`src/rtl/reduce_and_arb_pkg.sv`:
```
// Shared types and constants for the reduce_and_arbiter slice.
package reduce_and_arb_pkg;

  typedef enum logic [1:0] {
    IDLE = 2'd0,
    EVAL = 2'd1,
    RESP = 2'd2
  } state_t;

  localparam int OPS = 8;

  // A single requester still needs a 1-bit id field.
  function automatic int id_width(input int port_num);
    return (port_num > 1) ? $clog2(port_num) : 1;
  endfunction

endpackage

```
`src/rtl/reduce_and8.sv`:
```
// Combinational 8-operand reduction AND; the result lands in bit 0, upper bits are zero.
module reduce_and8 #(
  parameter int WIDTH = 8
) (
  input  logic [WIDTH-1:0] a,
  input  logic [WIDTH-1:0] b,
  input  logic [WIDTH-1:0] c,
  input  logic [WIDTH-1:0] d,
  input  logic [WIDTH-1:0] e,
  input  logic [WIDTH-1:0] f,
  input  logic [WIDTH-1:0] g,
  input  logic [WIDTH-1:0] h,
  output logic [WIDTH-1:0] q
);

  // Zero-extend the single reduction bit.
  always_comb begin
    q    = '0;
    q[0] = &{a, b, c, d, e, f, g, h};
  end

endmodule

```
`src/rtl/reduce_and_arbiter.sv`:
```
// Arbitrates PORT_NUM requesters onto one registered 8-operand reduction-AND unit.
// Define REDUCE_AND_ARB_RR_EN for round-robin arbitration; otherwise lowest index wins.
module reduce_and_arbiter
  import reduce_and_arb_pkg::*;
#(
  parameter int  PORT_NUM = 2,
  parameter int  WIDTH    = 8,
  localparam int ID_W     = id_width(PORT_NUM)
) (
  input  logic                          clk,
  input  logic                          reset,
  input  logic [PORT_NUM-1:0]           req_valid,
  output logic [PORT_NUM-1:0]           req_ready,
  input  logic [PORT_NUM*OPS*WIDTH-1:0] req_data,
  output logic                          rsp_valid,
  input  logic                          rsp_ready,
  output logic [WIDTH-1:0]              rsp_q,
  output logic [ID_W-1:0]               rsp_id
);

  localparam int OPW = OPS * WIDTH;

  state_t              state_r;
  logic [OPW-1:0]      ops_r;
  logic [ID_W-1:0]     op_id_r;
  logic [ID_W-1:0]     ptr_s;
  logic                grant_any_s;
  logic [ID_W-1:0]     grant_idx_s;
  logic [PORT_NUM-1:0] grant_oh_s;
  logic [OPW-1:0]      grant_data_s;
  logic [WIDTH-1:0]    red_q_s;
  int                  cand_s;

`ifdef REDUCE_AND_ARB_RR_EN
  logic [ID_W-1:0] ptr_r;
  assign ptr_s = ptr_r;
`else
  assign ptr_s = '0;
`endif

  // Priority search from ptr_s upward with wrap; scanning high-to-low lets the nearest port win last.
  always_comb begin
    grant_any_s = 1'b0;
    grant_idx_s = '0;
    cand_s      = 0;
    for (int k = PORT_NUM - 1; k >= 0; k--) begin
      cand_s      = int'(ptr_s) + k;
      cand_s      = (cand_s >= PORT_NUM) ? (cand_s - PORT_NUM) : cand_s;
      grant_any_s = grant_any_s | req_valid[cand_s];
      grant_idx_s = req_valid[cand_s] ? ID_W'(cand_s) : grant_idx_s;
    end
  end

  // One-hot grant and the winner's operand bundle.
  always_comb begin
    grant_oh_s   = '0;
    grant_data_s = '0;
    for (int p = 0; p < PORT_NUM; p++) begin
      grant_oh_s[p] = grant_any_s && (grant_idx_s == ID_W'(p));
      grant_data_s  = grant_data_s | (grant_oh_s[p] ? req_data[p*OPW +: OPW] : {OPW{1'b0}});
    end
  end

  assign req_ready = ((state_r == IDLE) && !reset) ? grant_oh_s : {PORT_NUM{1'b0}};

  reduce_and8 #(
    .WIDTH (WIDTH)
  ) u_reduce (
    .a (ops_r[7*WIDTH +: WIDTH]),
    .b (ops_r[6*WIDTH +: WIDTH]),
    .c (ops_r[5*WIDTH +: WIDTH]),
    .d (ops_r[4*WIDTH +: WIDTH]),
    .e (ops_r[3*WIDTH +: WIDTH]),
    .f (ops_r[2*WIDTH +: WIDTH]),
    .g (ops_r[1*WIDTH +: WIDTH]),
    .h (ops_r[0*WIDTH +: WIDTH]),
    .q (red_q_s)
  );

  // Control FSM with operand register and registered response channel.
  always_ff @(posedge clk) begin
    if (reset) begin
      state_r   <= IDLE;
      ops_r     <= '0;
      op_id_r   <= '0;
      rsp_valid <= 1'b0;
      rsp_q     <= '0;
      rsp_id    <= '0;
`ifdef REDUCE_AND_ARB_RR_EN
      ptr_r     <= '0;
`endif
    end else begin
      case (state_r)
        IDLE: begin
          if (grant_any_s) begin
            ops_r   <= grant_data_s;
            op_id_r <= grant_idx_s;
            state_r <= EVAL;
`ifdef REDUCE_AND_ARB_RR_EN
            ptr_r   <= (grant_idx_s == ID_W'(PORT_NUM - 1)) ? '0 : (grant_idx_s + ID_W'(1));
`endif
          end else begin
            state_r <= IDLE;
          end
        end
        EVAL: begin
          rsp_q     <= red_q_s;
          rsp_id    <= op_id_r;
          rsp_valid <= 1'b1;
          state_r   <= RESP;
        end
        RESP: begin
          // Hold the response until the consumer takes it.
          if (rsp_ready) begin
            rsp_valid <= 1'b0;
            state_r   <= IDLE;
          end else begin
            state_r   <= RESP;
          end
        end
        default: begin
          rsp_valid <= 1'b0;
          state_r   <= IDLE;
        end
      endcase
    end
  end

endmodule

```
`config.mk`:
```
export PLATFORM = sky130hd
export DESIGN_NAME = reduce_and_arbiter
export DESIGN_NICKNAME = d
export VERILOG_FILES = /design/src/rtl/reduce_and_arb_pkg.sv /design/src/rtl/reduce_and8.sv /design/src/rtl/reduce_and_arbiter.sv
export SDC_FILE = /design/constraint.sdc
export NUM_CORES = 1
export LEC_CHECK = 0
export BUFFER_PORTS_ARGS = -buffer_cell sky130_fd_sc_hd__buf_2
export CORE_ASPECT_RATIO = 0.5
export CORE_MARGIN = 3
export CORE_UTILIZATION = 48
export CTS_CLUSTER_DIAMETER = 120
export CTS_CLUSTER_SIZE = 16
export DETAILED_ROUTE_END_ITERATION = 7
export GPL_TIMING_DRIVEN = 0
export PLACE_DENSITY = 0.8
export SLEW_MARGIN = 0
export SYNTH_ARGS = -nofsm -noshare
export SYNTH_HDL_FRONTEND = slang
export SYNTH_SLANG_ARGS = --single-unit
```
`constraint.sdc`:
```
create_clock -name clk -period 1.4 [get_ports clk]
set_input_delay 0.14 -clock clk [delete_from_list [all_inputs] [get_ports clk]]
set_output_delay 0.14 -clock clk [all_outputs]
set_load 0.03 [all_outputs]
```
==> reports/results.ini <==
[status]
status = complete, but fails checks
failed_checks = negative setup slack

[detailed_routing]
initialDrtViolationCount = 219
detail_route.wl_per_cell_microns = 14.28
drt_first_pass_iters = 4
routed-via-count = 3113
post-route-drc-count = 0
route.final.wire_length_mm = 8.552
detail_route.vias_per_cell = 5.197
antenna_violating_nets_post_route = 0

[clock_network]
tritoncts.num_buffers = 9
clockRootBuffer = sky130_fd_sc_hd__clkbuf_16
clock_latency_ns = 0.32
ctsHtreeMaxLevel = 3
clock_sink_count = 70
holdBufCountCts = 0
clock_tree_from_tritoncts = done
cts-root-to-sink-buffers = 2
worst_setup_hold_path_clk_slew_ns = 0.05

[synth]
synth_top_cell_by_area = sky130_fd_sc_hd__dfxtp_1
syn_inst = 346
synthDistinctLibCells = 32
ys_top_cells_by_area = sky130_fd_sc_hd__dfxtp_1 (40%), sky130_fd_sc_hd__a22oi_2 (17%), sky130_fd_sc_hd__a21oi_2 (12%)
syn-cell-area_sq_um = 3505
count_of_state_elements_after_synthesis = 70
synth.yosys.seq_area_share = 0.3999
mean_instance_size_in_the_synthesized_netlist_sq_um = 10.13
ys_warn_count = 0
yosysTopAreaCellShare = 0.3999

[worst_setup_path]
r2r_end = rsp_q[0]
crit_path_end_kind = primary output
cp.arrival_ns = 1.31
worstReg2RegStart = state_r[1]
r2r.worst_path.cells = 5
worst-endpoint-required_ns = 1.26
startpoint_type = flip-flop
worstSetupPathType = reg2out
cp_max_fo = 3
setup.reg_to_reg.worst_slack_ns = 0.06

[floorplan]
die-area_sq_um = 8425
rows = 21
pin_count = 145
die_w_microns = 126.8
die_height_microns = 66.42
placeableCoreArea_sq_um = 6884
start_util = 0.5091

[place]
dpl.hpwl_mm = 6.335
finalWeightedCongestion = 0.7572
place.port_buffers = 135
minimum_setup_slack_after_placement_ns = -0.09634

[timing]
max_freq_mhz = 689.4
rsz0062_at_grt = yes
slew-limit-headroom = 0.5205
setup_violations = 1
timing.final.hold_violations = 0
timing.final.crit_period_ns = 1.450
worst-slew-pin-transition_ns = 0.7192
clock_skew_ns = 0.003547
min_period_over_period = 1.036
setup_ws_ns = -0.05043
slew_viol_final = 0

[finish]
fill_cells = 567
area.growth.synth_to_final_pct = 34.42
antenna_cells = 0
multi_input_comb_area_sq_um = 1857
layout_cells_sized_above_1 = 0.5759
fin_nets = 635
area.sequential_sq_um = 1409

[global_route]
antenna_found_initial = 0
global_route.usage.met2 = 0.3513
use_met3 = 0.06129
grt_first_pass_wirelength_mm = 13.97
grt_use_met1 = 0.2657
via_count_of_the_first_global_routing_pass = 3039
global_route.overflow_total = 0
track_usage = 0.2092
top_usage_layer = met2
grt_max_degree = 13

[power_and_ir_drop]
power_density_over_the_cells_nw_per_um2 = 1184
power.share.clock = 0.375
netSwitchingFraction = 0.2635
power.share.combinational = 0.217
power.ir.vdd_worst_mv = 0.7749
p_total_mw = 5.578
internal_power_consumption_mw = 4.108
power_switching_mw = 1.470
power.sequential.fraction = 0.409
leakage_nw = 1.849

[worst_hold_path]
hold_path_start = req_data[82]
min_to = ops_r[18]
min_path_type = in2reg
hold-path-cell-count = 3

[flow_run]
max_cap_violations = 0

==> cells in the mapped netlist <==
cell type,instances
sky130_fd_sc_hd__buf_2,6
sky130_fd_sc_hd__dfxtp_1,70
sky130_fd_sc_hd__a21oi_1,4
sky130_fd_sc_hd__conb_1,1
sky130_fd_sc_hd__nor2b_4,1
sky130_fd_sc_hd__nor4_1,3
sky130_fd_sc_hd__nand2_1,52
sky130_fd_sc_hd__o21ai_2,1
sky130_fd_sc_hd__o21a_1,1
sky130_fd_sc_hd__nand2b_1,1
sky130_fd_sc_hd__buf_1,2
sky130_fd_sc_hd__nand3b_1,1
sky130_fd_sc_hd__nand4_1,15
sky130_fd_sc_hd__buf_6,2
sky130_fd_sc_hd__a221oi_1,13
sky130_fd_sc_hd__nor2b_1,3
sky130_fd_sc_hd__buf_12,2
sky130_fd_sc_hd__mux2i_1,1
sky130_fd_sc_hd__clkbuf_1,9
sky130_fd_sc_hd__nand3_1,1
sky130_fd_sc_hd__o21ai_0,1
sky130_fd_sc_hd__a21oi_2,49
sky130_fd_sc_hd__and2_4,2
sky130_fd_sc_hd__a22oi_1,2
sky130_fd_sc_hd__a22oi_2,49
sky130_fd_sc_hd__nor2_1,19
sky130_fd_sc_hd__or3_1,1
sky130_fd_sc_hd__nor2_2,1
sky130_fd_sc_hd__nand4b_1,2
sky130_fd_sc_hd__buf_4,8
sky130_fd_sc_hd__buf_8,9
sky130_fd_sc_hd__nor3_1,14
==> sequential cells by signal, indices dropped and copies added, names as in the netlist <==
register	count
rsp_id	1
rsp_valid	1
rsp_q	1
op_id_r	1
ops_r	64
state_r	2
==> layout make-up <==
cell class              instances  share of cell area
repair buffers                142              0.1588
clock buffers                  16             0.05976
well taps                      92             0.02444
flip-flops and latches         70              0.2991
multi-input cells             244              0.3942
plain buffers                  35             0.06374
==> cell families after synthesis <==
group,count (synthesis),share of synthesized area
other,1,0.001070
AO/OA/AOI/OAI,120,0.3459
buffers and inverters,38,0.09390
multiplexers,1,0.002856
AND/OR/NAND/NOR,116,0.1564
flip-flops,70,0.3999
==> critical path, stage by stage, from the launching register on <==
cell and delay (ns):
sky130_fd_sc_hd__dfxtp_4 0.34, sky130_fd_sc_hd__nor2_4 0.11, sky130_fd_sc_hd__and2_4 0.18, sky130_fd_sc_hd__buf_12 0.10, sky130_fd_sc_hd__nor2b_4 0.12, sky130_fd_sc_hd__buf_6 0.13
==> timing repair <==
item	4_1_cts	5_1_grt
resized for setup	15	16
setup endpoints to repair	3	63
endpoints found under the hold margin	0	0
gates cloned	0	0
pin swaps	9	1
buffers inserted	7	0
==> power by group through the flow <==
stage               logic (mW)  registers (mW)  clock network, mW
floorplan                0.812            2.30                  0
global placement          1.14            2.31                  0
detailed placement        1.16            2.32                  0
CTS                       1.22            2.28               2.13
global route              1.32            2.30               2.24
finish                    1.21            2.28               2.09
==> cell usage in the layout, fill, tap and decap left out, types with 3 or more instances in the layout <==
cell	Yosys	routed
sky130_fd_sc_hd__a22oi_2	49	49
sky130_fd_sc_hd__buf_4	8	15
sky130_fd_sc_hd__clkbuf_8	0	3
sky130_fd_sc_hd__nand4_1	15	15
sky130_fd_sc_hd__a21oi_1	4	4
sky130_fd_sc_hd__a221oi_2	0	3
sky130_fd_sc_hd__nor3_1	14	14
sky130_fd_sc_hd__a221oi_1	13	10
sky130_fd_sc_hd__buf_8	9	8
sky130_fd_sc_hd__buf_6	2	3
sky130_fd_sc_hd__clkbuf_1	9	11
sky130_fd_sc_hd__conb_1	1	7
sky130_fd_sc_hd__nand2_1	52	52
sky130_fd_sc_hd__clkbuf_16	0	9
sky130_fd_sc_hd__clkbuf_4	0	3
sky130_fd_sc_hd__a21oi_2	49	49
sky130_fd_sc_hd__nor2b_4	1	3
sky130_fd_sc_hd__buf_2	6	136
sky130_fd_sc_hd__dfxtp_1	70	68
sky130_fd_sc_hd__nor2_1	19	19
==> metal layers <==
metal  up-vias  part of all wire
met4         0            0.0054
met5         -                 0
met2        80              0.48
li1       1579                 -
met3         6             0.061
met1      1448              0.45
==> how the worst max path moves through the flow <==
stage | from | endpoint | slack [ns]
6_report | state_r[0] | req_ready[0] | -0.05
5_1_grt | state_r[0] | req_ready[0] | -0.11
3_3_place_gp | state_r[0] | req_ready[0] | -0.08
2_1_floorplan | state_r[0] | req_ready[1] | -0.0002
3_5_place_dp | state_r[0] | req_ready[0] | -0.1
4_1_cts | state_r[1] | req_ready[0] | -0.12
==> stage by stage <==
step | hold slack [ns] | util | area (sq um) | setup TNS (ns) | instances
2_1_floorplan | 0.3236 | - | 3532 | -0.0002353 | 352
3_3_place_gp | 0.4175 | 0.6280 | 4323 | -0.1489 | 579
3_5_place_dp | 0.4224 | 0.6280 | 4323 | -0.1945 | 579
4_1_cts | 0.09521 | 0.6828 | 4701 | -0.3004 | 601
5_1_grt | 0.1028 | 0.6843 | 4711 | -0.1213 | 599
6_report | 0.1016 | 0.6843 | 4711 | -0.05043 | 599
Note: power is estimated with default switching activity, not from simulation.
